===== src/rtl/pci_dma_master_if.sv =====
// Bundles every non-clock signal between the DMA initiator engine, its user
// logic and the PCI function core master ports.
//   master modport : the DMA engine's view (drives REQUEST/M_CBE/... and the
//                    user-side status and read stream).
//   slave modport  : the environment's view (user command/write stream and
//                    the core's master-side status outputs).
// User side : CMD_* command handshake, WR_* write stream, RD_* read stream,
//             BUSY/DONE/ERROR status.
// Core side : REQUEST, REQUESTHOLD, M_CBE, M_WRDN, COMPLETE, M_READY, ADIO_IN
//             towards the core; ADIO_OUT, M_DATA_VLD, M_SRC_EN, M_DATA,
//             M_ADDR_N, TIME_OUT, STOPQ_N from the core.
interface pci_dma_master_if #(
  parameter int LEN_W = 12
);
  logic             CMD_VALID;
  logic             CMD_READY;
  logic [31:0]      CMD_ADDR;
  logic [LEN_W-1:0] CMD_LEN;
  logic             CMD_WRITE;
  logic [31:0]      WR_DATA;
  logic             WR_VALID;
  logic             WR_READY;
  logic [31:0]      RD_DATA;
  logic             RD_VALID;
  logic             BUSY;
  logic             DONE;
  logic             ERROR;
  logic             REQUEST;
  logic             REQUESTHOLD;
  logic [3:0]       M_CBE;
  logic             M_WRDN;
  logic             COMPLETE;
  logic             M_READY;
  logic [31:0]      ADIO_IN;
  logic [31:0]      ADIO_OUT;
  logic             M_DATA_VLD;
  logic             M_SRC_EN;
  logic             M_DATA;
  logic             M_ADDR_N;
  logic             TIME_OUT;
  logic             STOPQ_N;

  modport master (
    input  CMD_VALID, CMD_ADDR, CMD_LEN, CMD_WRITE, WR_DATA, WR_VALID,
           ADIO_OUT, M_DATA_VLD, M_SRC_EN, M_DATA, M_ADDR_N, TIME_OUT, STOPQ_N,
    output CMD_READY, WR_READY, RD_DATA, RD_VALID, BUSY, DONE, ERROR,
           REQUEST, REQUESTHOLD, M_CBE, M_WRDN, COMPLETE, M_READY, ADIO_IN
  );

  modport slave (
    output CMD_VALID, CMD_ADDR, CMD_LEN, CMD_WRITE, WR_DATA, WR_VALID,
           ADIO_OUT, M_DATA_VLD, M_SRC_EN, M_DATA, M_ADDR_N, TIME_OUT, STOPQ_N,
    input  CMD_READY, WR_READY, RD_DATA, RD_VALID, BUSY, DONE, ERROR,
           REQUEST, REQUESTHOLD, M_CBE, M_WRDN, COMPLETE, M_READY, ADIO_IN
  );
endinterface


===== src/rtl/pci_dma_master.sv =====
// PCI DMA initiator engine for one PCI function core.
// Converts one command (dword address, dword length, direction) into one or
// more PCI memory bursts of at most MAX_BURST dwords. Write data is held in a
// replay buffer until the target commits it, so a disconnected or timed-out
// burst restarts at the first uncommitted dword.
// Ports:
//   CLK   : PCI clock
//   RST_N : asynchronous active-low reset
//   bus   : pci_dma_master_if.master (user command/stream side plus the
//           core's master handshake)
module pci_dma_master #(
  parameter int LEN_W     = 12,
  parameter int BUF_AW    = 4,
  parameter int MAX_BURST = 16,
  parameter int MAX_RETRY = 255
) (
  input  logic             CLK,
  input  logic             RST_N,
  pci_dma_master_if.master bus
);
  localparam int PTR_W   = BUF_AW + 1;
  localparam int DEPTH   = 1 << BUF_AW;
  localparam int RETRY_W = $clog2(MAX_RETRY + 2);

  typedef enum logic [2:0] {
    ST_IDLE,
    ST_REQ,
    ST_WAIT_ADDR,
    ST_DATA,
    ST_END,
    ST_FIN
  } state_t;

  state_t state, state_nxt;

  // Latched command
  logic [29:0]      base_dw;
  logic [LEN_W-1:0] len_q;
  logic             dir_q;

  // Progress tracking
  logic [LEN_W-1:0]   committed;
  logic [LEN_W-1:0]   fetched;
  logic [LEN_W-1:0]   burst_left;
  logic [RETRY_W-1:0] retry_cnt;
  logic               progress;
  logic               data_seen;
  logic               error_q;

  // Replay buffer; pointers carry one extra bit to tell full from empty
  logic [31:0]      wbuf [DEPTH];
  logic [PTR_W-1:0] wr_ptr;
  logic [PTR_W-1:0] src_ptr;
  logic [PTR_W-1:0] commit_ptr;

  // Read return stage
  logic [31:0] rd_data_p1;
  logic        vld_p1;

  // Combinational core-side outputs
  logic        request;
  logic [3:0]  cbe;
  logic        wrdn;
  logic        complete;
  logic        m_ready;
  logic [31:0] adio_in;
  logic        done;

  function automatic logic [LEN_W-1:0] burst_size(input logic [LEN_W-1:0] remaining);
    if (remaining > LEN_W'(MAX_BURST)) return LEN_W'(MAX_BURST);
    return remaining;
  endfunction

  logic               accept;
  logic               addr_phase;
  logic               commit;
  logic               src_adv;
  logic               buf_full;
  logic               wr_ready;
  logic               wr_take;
  logic               all_committed;
  logic [RETRY_W-1:0] retry_next;
  logic               retry_over;

  assign accept        = (state == ST_IDLE) && bus.CMD_VALID;
  assign addr_phase    = (state == ST_WAIT_ADDR) && !bus.M_ADDR_N;
  assign commit        = (state == ST_DATA) && bus.M_DATA_VLD;
  // Source pointer runs ahead of commits; the core may prefetch dwords that
  // the target never accepts, which is why END rewinds it.
  assign src_adv       = (state == ST_DATA) && dir_q && bus.M_SRC_EN;
  assign buf_full      = (wr_ptr[BUF_AW] != commit_ptr[BUF_AW]) &&
                         (wr_ptr[BUF_AW-1:0] == commit_ptr[BUF_AW-1:0]);
  assign wr_ready      = (state != ST_IDLE) && dir_q && (fetched != len_q) && !buf_full;
  assign wr_take       = wr_ready && bus.WR_VALID;
  assign all_committed = (committed == len_q);
  assign retry_next    = retry_cnt + 1'b1;
  assign retry_over    = (retry_next > RETRY_W'(MAX_RETRY));

  // State register
  always_ff @(posedge CLK or negedge RST_N) begin
    if (!RST_N) state <= ST_IDLE;
    else        state <= state_nxt;
  end

  // Next state and core-side outputs
  always_comb begin
    state_nxt = state;
    request   = 1'b0;
    cbe       = 4'b0000;
    wrdn      = 1'b0;
    complete  = 1'b0;
    m_ready   = 1'b0;
    adio_in   = 32'h0;
    done      = 1'b0;
    case (state)
      ST_IDLE: begin
        if (bus.CMD_VALID) state_nxt = (bus.CMD_LEN == '0) ? ST_FIN : ST_REQ;
      end
      ST_REQ: begin
        request   = 1'b1;
        state_nxt = ST_WAIT_ADDR;
      end
      ST_WAIT_ADDR: begin
        // Resume address: base plus every dword already committed
        adio_in = {base_dw + 30'(committed), 2'b00};
        cbe     = dir_q ? 4'b0111 : 4'b0110;
        wrdn    = dir_q;
        if (!bus.M_ADDR_N) state_nxt = ST_DATA;
      end
      ST_DATA: begin
        wrdn     = dir_q;
        adio_in  = dir_q ? wbuf[src_ptr[BUF_AW-1:0]] : 32'h0;
        m_ready  = dir_q ? (src_ptr != wr_ptr) : 1'b1;
        complete = (burst_left <= LEN_W'(1));
        // M_DATA can still be low on the first DATA cycle, so wait for it
        // to have been seen high before treating a low level as the end.
        if (data_seen && !bus.M_DATA) state_nxt = ST_END;
      end
      ST_END: begin
        if (all_committed)               state_nxt = ST_FIN;
        else if (!progress && retry_over) state_nxt = ST_FIN;
        else                              state_nxt = ST_REQ;
      end
      ST_FIN: begin
        done      = 1'b1;
        state_nxt = ST_IDLE;
      end
      default: state_nxt = ST_IDLE;
    endcase
  end

  // Command capture (data only, no reset needed)
  always_ff @(posedge CLK) begin
    if (accept) begin
      base_dw <= bus.CMD_ADDR[31:2];
      len_q   <= bus.CMD_LEN;
      dir_q   <= bus.CMD_WRITE;
    end
  end

  // Replay buffer storage
  always_ff @(posedge CLK) begin
    if (wr_take) wbuf[wr_ptr[BUF_AW-1:0]] <= bus.WR_DATA;
  end

  // Pointers, counters, status and read return stage
  always_ff @(posedge CLK or negedge RST_N) begin
    if (!RST_N) begin
      committed  <= '0;
      fetched    <= '0;
      burst_left <= '0;
      retry_cnt  <= '0;
      progress   <= 1'b0;
      data_seen  <= 1'b0;
      error_q    <= 1'b0;
      wr_ptr     <= '0;
      src_ptr    <= '0;
      commit_ptr <= '0;
      rd_data_p1 <= 32'h0;
      vld_p1     <= 1'b0;
    end else begin
      vld_p1 <= 1'b0;

      if (accept) begin
        committed  <= '0;
        fetched    <= '0;
        retry_cnt  <= '0;
        error_q    <= 1'b0;
        wr_ptr     <= '0;
        src_ptr    <= '0;
        commit_ptr <= '0;
      end

      if (wr_take) begin
        wr_ptr  <= wr_ptr + 1'b1;
        fetched <= fetched + 1'b1;
      end

      if (addr_phase) begin
        burst_left <= burst_size(len_q - committed);
        progress   <= 1'b0;
        data_seen  <= 1'b0;
      end

      if ((state == ST_DATA) && bus.M_DATA) data_seen <= 1'b1;

      if (src_adv) src_ptr <= src_ptr + 1'b1;

      if (commit) begin
        committed <= committed + 1'b1;
        progress  <= 1'b1;
        if (burst_left != '0) burst_left <= burst_left - 1'b1;
        if (dir_q) begin
          commit_ptr <= commit_ptr + 1'b1;
        end else begin
          rd_data_p1 <= bus.ADIO_OUT;
          vld_p1     <= 1'b1;
        end
      end

      // Attempt ended short: rewind to the first uncommitted dword and
      // account for zero-progress attempts.
      if ((state == ST_END) && !all_committed) begin
        src_ptr <= commit_ptr;
        if (progress) begin
          retry_cnt <= '0;
        end else begin
          retry_cnt <= retry_next;
          if (retry_over) error_q <= 1'b1;
        end
      end
    end
  end

  // The termination cause itself does not matter: any short attempt is
  // handled identically in END.
  logic unused_inputs;
  assign unused_inputs = ^{bus.TIME_OUT, bus.STOPQ_N, bus.CMD_ADDR[1:0]};

  assign bus.CMD_READY   = (state == ST_IDLE);
  assign bus.BUSY        = (state != ST_IDLE);
  assign bus.WR_READY    = wr_ready;
  assign bus.RD_DATA     = rd_data_p1;
  assign bus.RD_VALID    = vld_p1;
  assign bus.DONE        = done;
  assign bus.ERROR       = error_q;
  assign bus.REQUEST     = request;
  assign bus.REQUESTHOLD = 1'b0;
  assign bus.M_CBE       = cbe;
  assign bus.M_WRDN      = wrdn;
  assign bus.COMPLETE    = complete;
  assign bus.M_READY     = m_ready;
  assign bus.ADIO_IN     = adio_in;
endmodule

===== src/flat_wrapper.sv =====
// flat-port wrapper written by rule: the top's interface ports become plain ports
module pci_dma_master_flat 
#(
  parameter int LEN_W     = 12,
  parameter int BUF_AW    = 4,
  parameter int MAX_BURST = 16,
  parameter int MAX_RETRY = 255
)
  (CLK, RST_N, bus_CMD_VALID, bus_CMD_ADDR, bus_CMD_LEN, bus_CMD_WRITE, bus_WR_DATA, bus_WR_VALID, bus_ADIO_OUT, bus_M_DATA_VLD, bus_M_SRC_EN, bus_M_DATA, bus_M_ADDR_N, bus_TIME_OUT, bus_STOPQ_N, bus_CMD_READY, bus_WR_READY, bus_RD_DATA, bus_RD_VALID, bus_BUSY, bus_DONE, bus_ERROR, bus_REQUEST, bus_REQUESTHOLD, bus_M_CBE, bus_M_WRDN, bus_COMPLETE, bus_M_READY, bus_ADIO_IN);
  pci_dma_master_if #(.LEN_W(LEN_W)) bus_i ();
  input  logic CLK;
  input  logic RST_N;
  input wire logic [$bits(bus_i.CMD_VALID)-1:0] bus_CMD_VALID;
  input wire logic [$bits(bus_i.CMD_ADDR)-1:0] bus_CMD_ADDR;
  input wire logic [$bits(bus_i.CMD_LEN)-1:0] bus_CMD_LEN;
  input wire logic [$bits(bus_i.CMD_WRITE)-1:0] bus_CMD_WRITE;
  input wire logic [$bits(bus_i.WR_DATA)-1:0] bus_WR_DATA;
  input wire logic [$bits(bus_i.WR_VALID)-1:0] bus_WR_VALID;
  input wire logic [$bits(bus_i.ADIO_OUT)-1:0] bus_ADIO_OUT;
  input wire logic [$bits(bus_i.M_DATA_VLD)-1:0] bus_M_DATA_VLD;
  input wire logic [$bits(bus_i.M_SRC_EN)-1:0] bus_M_SRC_EN;
  input wire logic [$bits(bus_i.M_DATA)-1:0] bus_M_DATA;
  input wire logic [$bits(bus_i.M_ADDR_N)-1:0] bus_M_ADDR_N;
  input wire logic [$bits(bus_i.TIME_OUT)-1:0] bus_TIME_OUT;
  input wire logic [$bits(bus_i.STOPQ_N)-1:0] bus_STOPQ_N;
  output wire logic [$bits(bus_i.CMD_READY)-1:0] bus_CMD_READY;
  output wire logic [$bits(bus_i.WR_READY)-1:0] bus_WR_READY;
  output wire logic [$bits(bus_i.RD_DATA)-1:0] bus_RD_DATA;
  output wire logic [$bits(bus_i.RD_VALID)-1:0] bus_RD_VALID;
  output wire logic [$bits(bus_i.BUSY)-1:0] bus_BUSY;
  output wire logic [$bits(bus_i.DONE)-1:0] bus_DONE;
  output wire logic [$bits(bus_i.ERROR)-1:0] bus_ERROR;
  output wire logic [$bits(bus_i.REQUEST)-1:0] bus_REQUEST;
  output wire logic [$bits(bus_i.REQUESTHOLD)-1:0] bus_REQUESTHOLD;
  output wire logic [$bits(bus_i.M_CBE)-1:0] bus_M_CBE;
  output wire logic [$bits(bus_i.M_WRDN)-1:0] bus_M_WRDN;
  output wire logic [$bits(bus_i.COMPLETE)-1:0] bus_COMPLETE;
  output wire logic [$bits(bus_i.M_READY)-1:0] bus_M_READY;
  output wire logic [$bits(bus_i.ADIO_IN)-1:0] bus_ADIO_IN;
  assign bus_i.CMD_VALID = bus_CMD_VALID;
  assign bus_i.CMD_ADDR = bus_CMD_ADDR;
  assign bus_i.CMD_LEN = bus_CMD_LEN;
  assign bus_i.CMD_WRITE = bus_CMD_WRITE;
  assign bus_i.WR_DATA = bus_WR_DATA;
  assign bus_i.WR_VALID = bus_WR_VALID;
  assign bus_i.ADIO_OUT = bus_ADIO_OUT;
  assign bus_i.M_DATA_VLD = bus_M_DATA_VLD;
  assign bus_i.M_SRC_EN = bus_M_SRC_EN;
  assign bus_i.M_DATA = bus_M_DATA;
  assign bus_i.M_ADDR_N = bus_M_ADDR_N;
  assign bus_i.TIME_OUT = bus_TIME_OUT;
  assign bus_i.STOPQ_N = bus_STOPQ_N;
  assign bus_CMD_READY = bus_i.CMD_READY;
  assign bus_WR_READY = bus_i.WR_READY;
  assign bus_RD_DATA = bus_i.RD_DATA;
  assign bus_RD_VALID = bus_i.RD_VALID;
  assign bus_BUSY = bus_i.BUSY;
  assign bus_DONE = bus_i.DONE;
  assign bus_ERROR = bus_i.ERROR;
  assign bus_REQUEST = bus_i.REQUEST;
  assign bus_REQUESTHOLD = bus_i.REQUESTHOLD;
  assign bus_M_CBE = bus_i.M_CBE;
  assign bus_M_WRDN = bus_i.M_WRDN;
  assign bus_COMPLETE = bus_i.COMPLETE;
  assign bus_M_READY = bus_i.M_READY;
  assign bus_ADIO_IN = bus_i.ADIO_IN;
  pci_dma_master #(.LEN_W(LEN_W), .BUF_AW(BUF_AW), .MAX_BURST(MAX_BURST), .MAX_RETRY(MAX_RETRY)) u_core (.CLK(CLK), .RST_N(RST_N), .bus(bus_i));
endmodule

===== config.mk =====
export PLATFORM = sky130hd
export DESIGN_NAME = pci_dma_master_flat
export DESIGN_NICKNAME = d
export VERILOG_FILES = /design/src/rtl/pci_dma_master_if.sv /design/src/rtl/pci_dma_master.sv /design/src/flat_wrapper.sv
export SDC_FILE = /design/constraint.sdc
export NUM_CORES = 1
export LEC_CHECK = 0
export BUFFER_PORTS_ARGS = -buffer_cell sky130_fd_sc_hd__buf_2
export CELL_PAD_IN_SITES_DETAIL_PLACEMENT = 1
export CELL_PAD_IN_SITES_GLOBAL_PLACEMENT = 1
export CORE_ASPECT_RATIO = 1.4
export CORE_MARGIN = 1.5
export CORE_UTILIZATION = 52
export CTS_CLUSTER_DIAMETER = 120
export CTS_CLUSTER_SIZE = 10
export DETAILED_ROUTE_END_ITERATION = 7
export PLACE_DENSITY_LB_ADDON = 0.1
export SLEW_MARGIN = 20
export SYNTH_ARGS = -nofsm -noshare
export SYNTH_HDL_FRONTEND = slang
export SYNTH_SLANG_ARGS = --single-unit

===== constraint.sdc =====
create_clock -name CLK -period 3.7 [get_ports CLK]
set_input_delay 0.37 -clock CLK [delete_from_list [all_inputs] [get_ports CLK]]
set_output_delay 0.37 -clock CLK [all_outputs]
set_load 0.005 [all_outputs]

# [After elaboration in Yosys (flattened, before gate mapping)]
# Memories as Yosys holds them, arrays and structs flattened.
# Cells that the tools add are included.
[classes] add_sub_neg=9 order_cmp=3 n_eq_ne=13 mux=48 bitwise_logic=1 n_reduce_logical=32
[op_table] operator="$mux W12" n=8
[op_table] operator="$pmux W32 S2" n=1
[op_table] operator="$mux W5" n=7
[op_table] operator="$mux W32" n=1
[op_table] operator="$add A30 B12 Y30" n=1
[op_table] operator="$mux W9" n=3
[op_table] operator="$add A12 B1 Y12 const B" n=2
[op_table] operator="$mux W1" n=20
[op_table] operator="$mux W3" n=6
[op_table] operator="$add A5 B1 Y5 const B" n=3
[op_table] operator="$pmux W3 S5" n=1
[op_table] operator="$logic_and A1 B1 Y1" n=14
[op_table] operator="$eq A12 B12 Y1" n=1
[op_table] operator="$gt A12 B5 Y1 const B" n=1
[op_table] operator="$le A12 B1 Y1 const B" n=1
[op_table] operator="$logic_not A12 Y1" n=1
[op_table] operator="$ne A12 B12 Y1" n=1
[op_table] operator="$reduce_bool A12 Y1" n=1
[op_table] operator="$sub A12 B1 Y12 const B" n=1
[op_table] operator="$sub A12 B12 Y12" n=1
[op_table] operator="$reduce_bool A2 Y1" n=5
[op_table] operator="$add A9 B1 Y9 const B" n=1
[op_table] operator="$gt A9 B8 Y1 const B" n=1
[op_table] operator="$eq A3 B2 Y1 const B" n=2
[op_table] operator="other kinds (14)" n=22
[totals] ff_bits=142 ram_bits=512 in_bits=119 out_inout_bits=79 elab_cells=123 mem_count=1
[memory_table] memory="u_core.wbuf" words=16 width=32 rd=1 rd_clocked_by_memory_dff=0 write_ports=1 line_no="pci_dma_master.sv:51" text="logic [31:0] wbuf [DEPTH];"

# [Logic depth before layout (Yosys ltp)]
# Gate-level depths: netlist of the first run.
[logic_depth] depth_word=8 ltp_mapped=12

# [Worst setup path after synthesis of the first run]
# OpenSTA, ideal clock, no wires.
[synth_timing] path_type="register to output" startpoint="reg u_core.src_ptr[0]" endpoint="out bus_ADIO_IN[0]" arrival_time_ps=2563 slack_ps=767 stages_incl_launch_ff=7 n_path_buf=3 path_cell_list="dfrtp_1 clkbuf_1 clkbuf_1 buf_1 mux4_2 mux4_2 and2_1"
[synth_via] elab_chain_cells=3
[synth_lines] element="from (decl)" line_no="pci_dma_master.sv:53" text="logic [PTR_W-1:0] src_ptr;"
[synth_lines] element="from (signal assigned)" line_no="pci_dma_master.sv:207" text="if (src_adv) src_ptr <= src_ptr + 1'b1;"
[synth_lines] element="from (signal assigned)" line_no="pci_dma_master.sv:224" text="src_ptr <= commit_ptr;"
[synth_lines] element="$mem_v2 Z16 W32"
[synth_lines] element="$mux W32" line_no="pci_dma_master.sv:132" text="adio_in = dir_q ? wbuf[src_ptr[BUF_AW-1:0]] : 32'h0;"
[synth_lines] element="$pmux W32 S2" line_no="pci_dma_master.sv:115" text="case (state)"
[synth_lines] element="to (decl)" line_no="flat_wrapper.sv:39" text="output wire logic [$bits(bus_i.ADIO_IN)-1:0] bus_ADIO_IN;"
# No other way between the ends.

# [Final worst setup path of the first run]
[layout_timing] startpoint="reg u_core.committed[8]" endpoint="out bus_ADIO_IN[15]"
[layout_via] elab_chain_cells=2
[layout_lines] element="from (decl)" line_no="pci_dma_master.sv:42" text="logic [LEN_W-1:0] committed;"
[layout_lines] element="from (signal assigned)" line_no="pci_dma_master.sv:210" text="committed <= committed + 1'b1;"
[layout_lines] element="$add A30 B12 Y30" line_no="pci_dma_master.sv:125" text="adio_in = {base_dw + 30'(committed), 2'b00};"
[layout_lines] element="$pmux W32 S2" line_no="pci_dma_master.sv:115"
# No other way between the ends.

==> flow_summary.yaml, run 1 <==
sta:
  clock_skew_ps: 21.8
  slew-limit-headroom: 0.370
  fin_crit_ps: 3570
  tns_ps: 0
  finalSetupViolations: 0
  tightest_slew_ps: 937
  finalCritPeriodShare: 0.965
  clock.fmax_mhz: 280
  hold_viol: 0
  rsz0062_at_grt: "false"
  final_max_slew_viol_count: 0
synthesis:
  synth_top_area_frac: 0.609
  syn_avg_cell_area_um2: 17.5
  synthMuxAreaShare: 0.149
  yosysWarnings: 0
  synthTopCellsByArea: "edfxtp_1, mux4_2, dfrtp_1"
  postSynthCellCount: 1560
  synth-compound-area-share: 0.0428
  synth_top_family_by_area: "multiplexers"
  synthXorXnorAreaFrac: 0.0198
  ys.flop_type: "edfxtp_1"
  synth-simple-area-share: 0.0574
  async_flop_share: 0.151
  ys_types: 61
  synth_top_cell_by_area: "edfxtp_1"
  ys_ff_latch: 654
  yosysSeqAreaShare: 0.699
  synth_edf_count: 555
  synth-adder-area-share: 0.0179
  syn_area_mm2: 0.0274
die:
  io_pins: 198
  coreArea_mm2: 0.0520
  die_w_um: 197
  die-area_mm2: 0.0540
  die_h_um: 274
  initial_core_util: 0.526
  rows: 99
placed_design:
  placed_cells: 2382
  finalWeightedCongestion: 0.912
  postPlaceCellArea_mm2: 0.0295
  dpl.hpwl_mm: 44.4
  port_buffers: 191
routing:
  drc: 0
  vias: 15800
  dr.first_iter.drc_count: 1139
  ant_nets: 0
  drtPass1Iterations: 5
  avgRoutedWirePerCell_um: 28.8
  viasPerCell: 6.17
  drt_wl_total_mm: 74.0
worst_setup_path:
  cp-start-kind: "register"
  crit_arrival_ps: 3200
  cpPeakStageDelay_ps: 440
  crit_family: "simple AND/OR/NAND/NOR gates"
  path_class: "reg -> out"
  slowest_stage: "dfrtp_1"
  required_ps: 3330
  cp-end-kind: "output pin"
  crit_fanout: 6
  path_buf_inv: 1
  crit_chain: "ha_1, and2_1, nand3_1, o31a_1, nor2_2, nand2_1, xor2_1, o21ai_1, buf_2"
finish:
  nFillCells: 4602
  nets: 2040
  area_delta_synth_final_pct: 18.8
  fin_cells: 2567
  drive_gt1_frac: 0.290
  fin_area_mm2: 0.0325
  post-route-util: 0.625
global_route:
  grt_pass1_wl_mm: 109
  grt_usage: 0.280
  grt_remaining_overflow: 0
  grt_pass1_vias: 17300
  antenna_found_initial: 7
  grt_max_degree: 67
job:
  max_cap_viol_count: 0
clock_network:
  clock_sink_count: 654
  clock_latency_ps: 620
  cts_htree_levels: 3
  cts_tree: "done"
  cts_max_path_buffers: 3
  path_clk_slew_ps: 60
  cts_inserted_buffers: 75
  root_buffer: "clkbuf_16"
hold_path:
  min_path_type: "in -> reg"
power_and_ir_drop:
  power.density_mw_per_mm2: 658
  leakagePower_nw: 11.3
  ir_drop_uv: 353
run_status:
  status: "completed"
## worst paths after layout
check | startpoint | endpoint | slack (ps) | cells past startpoint
min | bus_M_DATA | u_core.data_seen | 30 | 2
max in group asynchronous | RST_N | u_core.bus.RD_DATA[8] | 2620 | 3
max | u_core.committed[8] | bus_ADIO_IN[15] | 130 | 9
min in group asynchronous | RST_N | u_core.fetched[3] | 300 | 2
min reg2reg | u_core.data_seen | u_core.data_seen | 490 | 1
max reg2reg | u_core.committed[5] | u_core.retry_cnt[7] | 580 | 9
## stage by stage
step	power [mW]	setup WS, ps	hold WS [ps]
floorplan	12.6	767	74.4
global placement	14.6	91.8	361
detailed placement	14.8	84.9	369
CTS	21.5	1.17	10.4
global route	22.2	6.12	39.5
finish	21.4	129	33.6
## layout by cell type (no fill, tap or decap), types with 25 or more instances in the layout
cell type      count
clkbuf_16         77
buf_2            190
dfrtp_1           94
dlygate4sd3_1     76
and3_1            25
nand3_1           35
xor2_1            41
inv_1             28
ha_1              33
nand2_1          107
mux4_2           160
edfxtp_1         555
o21ai_0           90
nor2_1            43
mux2_2            33
## worst register-to-register path: stages (launching register included)
cell,delay (ps)
dfrtp_1,490
inv_1,120
ha_1,430
and4_1,330
nand4_1,250
and3_1,450
nand2b_1,510
nor2b_1,90
o21ai_0,200
o31ai_1,110
## registers in the layout, summed over array words and instances, names as in the netlist
name and count:
u_core.src_ptr 5, u_core.burst_left 12, u_core.progress 1, u_core.retry_cnt 9, u_core.wr_ptr 5, u_core.wbuf 512, u_core.state 3, u_core.bus.RD_VALID 1
u_core.bus.RD_DATA 32, u_core.base_dw 30, u_core.len_q 12, u_core.commit_ptr 5, u_core.data_seen 1, u_core.committed 12, u_core.fetched 12, u_core.dir_q 1
u_core.bus.ERROR 1
## synthesized netlist by cell type, types with 29 or more instances
cell      number
o21ai_0       95
dfrtp_1       99
nand2_1      107
nor2_1        45
xor2_1        42
mux4_2       160
clkbuf_1      49
nand3_1       35
ha_1          36
edfxtp_1     555
mux2_2        33
inv_1         29
## layer usage
| layer | vias up | part of all wire | GRT usage | wire length (um) |
|---|---|---|---|---|
| met5 | - | 0.00069 | 0 | 51 |
| met4 | 8 | 0.040 | 0.131 | 2990 |
| met3 | 155 | 0.056 | 0.0514 | 4170 |
| met2 | 547 | 0.53 | 0.492 | 39000 |
| met1 | 8301 | 0.37 | 0.335 | 27700 |
| li1 | 6825 | - | - | - |
## cell type report
| cell class | count | area (um2) | share of cell area |
|---|---|---|---|
| Sequential cell | 654 | 19200 | 0.589 |
| Antenna cell | 3 | 7.51 | 0.000231 |
| Tap cell | 656 | 821 | 0.0252 |
| Clock buffer | 96 | 2000 | 0.0615 |
| Clock inverter | 6 | 124 | 0.00381 |
| Timing Repair Buffer | 312 | 2340 | 0.0721 |
| Inverter | 29 | 109 | 0.00335 |
| Multi-Input combinational cell | 811 | 7950 | 0.245 |
## report_power, final
group | internal (mW) | leakage (nW) | switching, mW
combinational | 2.65 | 4.05 | 2.91
clock | 3.78 | 1.02 | 2.82
sequential | 8.67 | 6.28 | 0.565
## kinds of logic after synthesis
group,Yosys count
other,1
AO/OA/AOI/OAI,191
multiplexers,202
buffers and inverters,96
adder cells (fa/ha/maj),38
flip-flops,654
AND/OR/NAND/NOR,316
XOR/XNOR,62
## what timing repair did
item,4_1_cts,5_1_grt
hold buffers,76,0
pin swaps,4,3
hold endpoints to repair,108,0
setup endpoints to repair,17,12
buffers inserted,3,1
resized for setup,12,9
(Power assumes the default switching activity.)
==> run 2, diff against run 1 <==
- ABC_AREA: unset -> 0
- SETUP_SLACK_MARGIN: unset -> 0.3
==> run 2 against run 1 <==
Largest power group unchanged. Clock power about the same. Count of clock-buffer cells in the layout unchanged. Design area grew 2.1%. Sequential share of layout area shrank 1.2 points. Combinational power up 10%. Global-route usage grew 0.65 points.
==> flow_summary.yaml, run 2 (synthesis gave the netlist of run 1 again) <==
placed_design:
  finalWeightedCongestion: 0.912
  dpl.hpwl_mm: 44.4
  port_buffers: 191
  placed_cells: 2382
worst_setup_path:
  required_ps: 3330
  cp-start-kind: "register"
  crit_fanout: 26
  cp-end-kind: "output pin"
  crit_arrival_ps: 3060
  path_class: "reg -> out"
  r2r.worst_path.cells: 9
clock_network:
  root_buffer: "clkbuf_16"
  cts_max_path_buffers: 3
  clock_latency_ps: 630
  cts_tree: "done"
  cts_htree_levels: 3
  cts_inserted_buffers: 75
  clock_sink_count: 654
  path_clk_slew_ps: 60
power_and_ir_drop:
  ir_drop_uv: 352
  swShare: 0.297
  sequentialPowerShare: 0.419
  leakagePower_nw: 11.6
  p_switching_mw: 6.53
  power.density_mw_per_mm2: 662
  power_frac_comb: 0.279
  intPower_mw: 15.4
  clkPwrFrac: 0.302
routing:
  viasPerCell: 6.19
  drc: 0
  dr.first_iter.drc_count: 1089
  ant_nets: 0
  avgRoutedWirePerCell_um: 29.5
  drt_wl_total_mm: 76.8
  vias: 16100
  drtPass1Iterations: 5
global_route:
  grt_usage: 0.287
  grt_pass1_vias: 17500
  grt_max_degree: 67
  grt_remaining_overflow: 0
  grt_pass1_wl_mm: 112
  antenna_found_initial: 9
hold_path:
  hold_depth: 2
  min_path_type: "in -> reg"
die:
  coreArea_mm2: 0.0520
  die-area_mm2: 0.0540
  initial_core_util: 0.526
  io_pins: 198
  die_w_um: 197
  rows: 99
  die_h_um: 274
finish:
  area_delta_synth_final_pct: 21.3
  nFillCells: 4559
  largest_register_ffs: 512
  layout.area.seq_mm2: 0.0192
  nets: 2072
  multi_input_area_mm2: 0.00818
  fin_cells: 2601
  layout_commonest_cell: "edfxtp_1"
  drive_gt1_frac: 0.318
  layout_common_cells: "edfxtp_1, buf_2, mux4_2"
sta:
  final_max_slew_viol_count: 0
  tns_ps: 0
  hold_viol: 0
  fin_crit_ps: 3430
  finalCritPeriodShare: 0.926
  clock.fmax_mhz: 292
  slew-limit-headroom: 0.364
  rsz0062_at_grt: "true"
  tightest_slew_ps: 945
  clock_skew_ps: 24.5
  finalSetupViolations: 0
job:
  max_cap_viol_count: 0
run_status:
  status: "completed"
[run 2: cell types whose count changed in the layout (fill, tap and decap cells not counted), sizes merged]
cell	previous run	this run
buf	236	265
clkbuf	96	99
diode	3	5
[run 2: area by class of cell]
class | count | area share
diodes | 5 | 0.000377
clock buffers | 96 | 0.0602
clock inverters | 6 | 0.00373
inverters | 29 | 0.00328
multi-input cells | 811 | 0.247
flip-flops and latches | 654 | 0.577
well taps | 656 | 0.0247
repair buffers | 344 | 0.0837
[run 2: timing repair]
| item | 4_1_cts | 5_1_grt |
|---|---|---|
| pin swaps | 11 | 15 |
| gates resized for setup | 41 | 39 |
| setup endpoints to repair | 30 | 26 |
| gates cloned | 3 | 3 |
| endpoints found under the hold margin | 108 | 0 |
| hold buffers | 76 | 0 |
| buffers inserted | 16 | 14 |
[run 2: path summary, 6_finish.rpt]
| check | from | to | slack [ps] |
|---|---|---|---|
| worst min-delay path | bus_M_DATA | u_core.data_seen | 20 |
| max in group asynchronous | RST_N | u_core.bus.RD_DATA[0] | 2650 |
| min in group asynchronous | RST_N | u_core.fetched[3] | 290 |
| worst max-delay path | u_core.src_ptr[0] | bus_ADIO_IN[14] | 270 |
| worst min register to register | u_core.data_seen | u_core.data_seen | 490 |
| worst max register to register | u_core.committed[5] | u_core.retry_cnt[7] | 520 |
[run 2: critical path, cell delays in order (launching register included)]
cell and delay [ps]:
dfrtp_4 560, buf_12 280, mux4_2 550, mux4_2 540
nand2_1 120, o21ai_0 180, buf_2 190
[run 2: power by group through the flow]
stage	sequential (mW)	combinational (mW)	clock (mW)
floorplan	9.10	3.55	0
global placement	9.31	5.34	0
detailed placement	9.35	5.44	0
CTS	9.18	5.89	6.72
global route	9.27	6.55	6.96
finish	9.21	6.13	6.62
[run 2: per-layer routing]
| metal | track usage | share of wire | vias to the layer above |
|---|---|---|---|
| li1 | - | - | 6891 |
| met1 | 0.340 | 0.37 | 8522 |
| met2 | 0.505 | 0.53 | 540 |
| met3 | 0.0509 | 0.057 | 150 |
| met4 | 0.140 | 0.043 | 8 |
| met5 | 0 | 0.00076 | - |
[run 2: per-stage QoR]
step	power [mW]	worst slack [ps]	utilization	area, um2	hold slack (ps)
2_1_floorplan	12.6	767	-	27400	74.4
3_3_place_gp	14.6	91.8	0.567	29500	361
3_5_place_dp	14.8	84.9	0.567	29500	369
4_1_cts	21.8	186	0.630	32800	10.4
5_1_grt	22.8	199	0.638	33200	39.4
6_report	22.0	275	0.638	33200	21.0
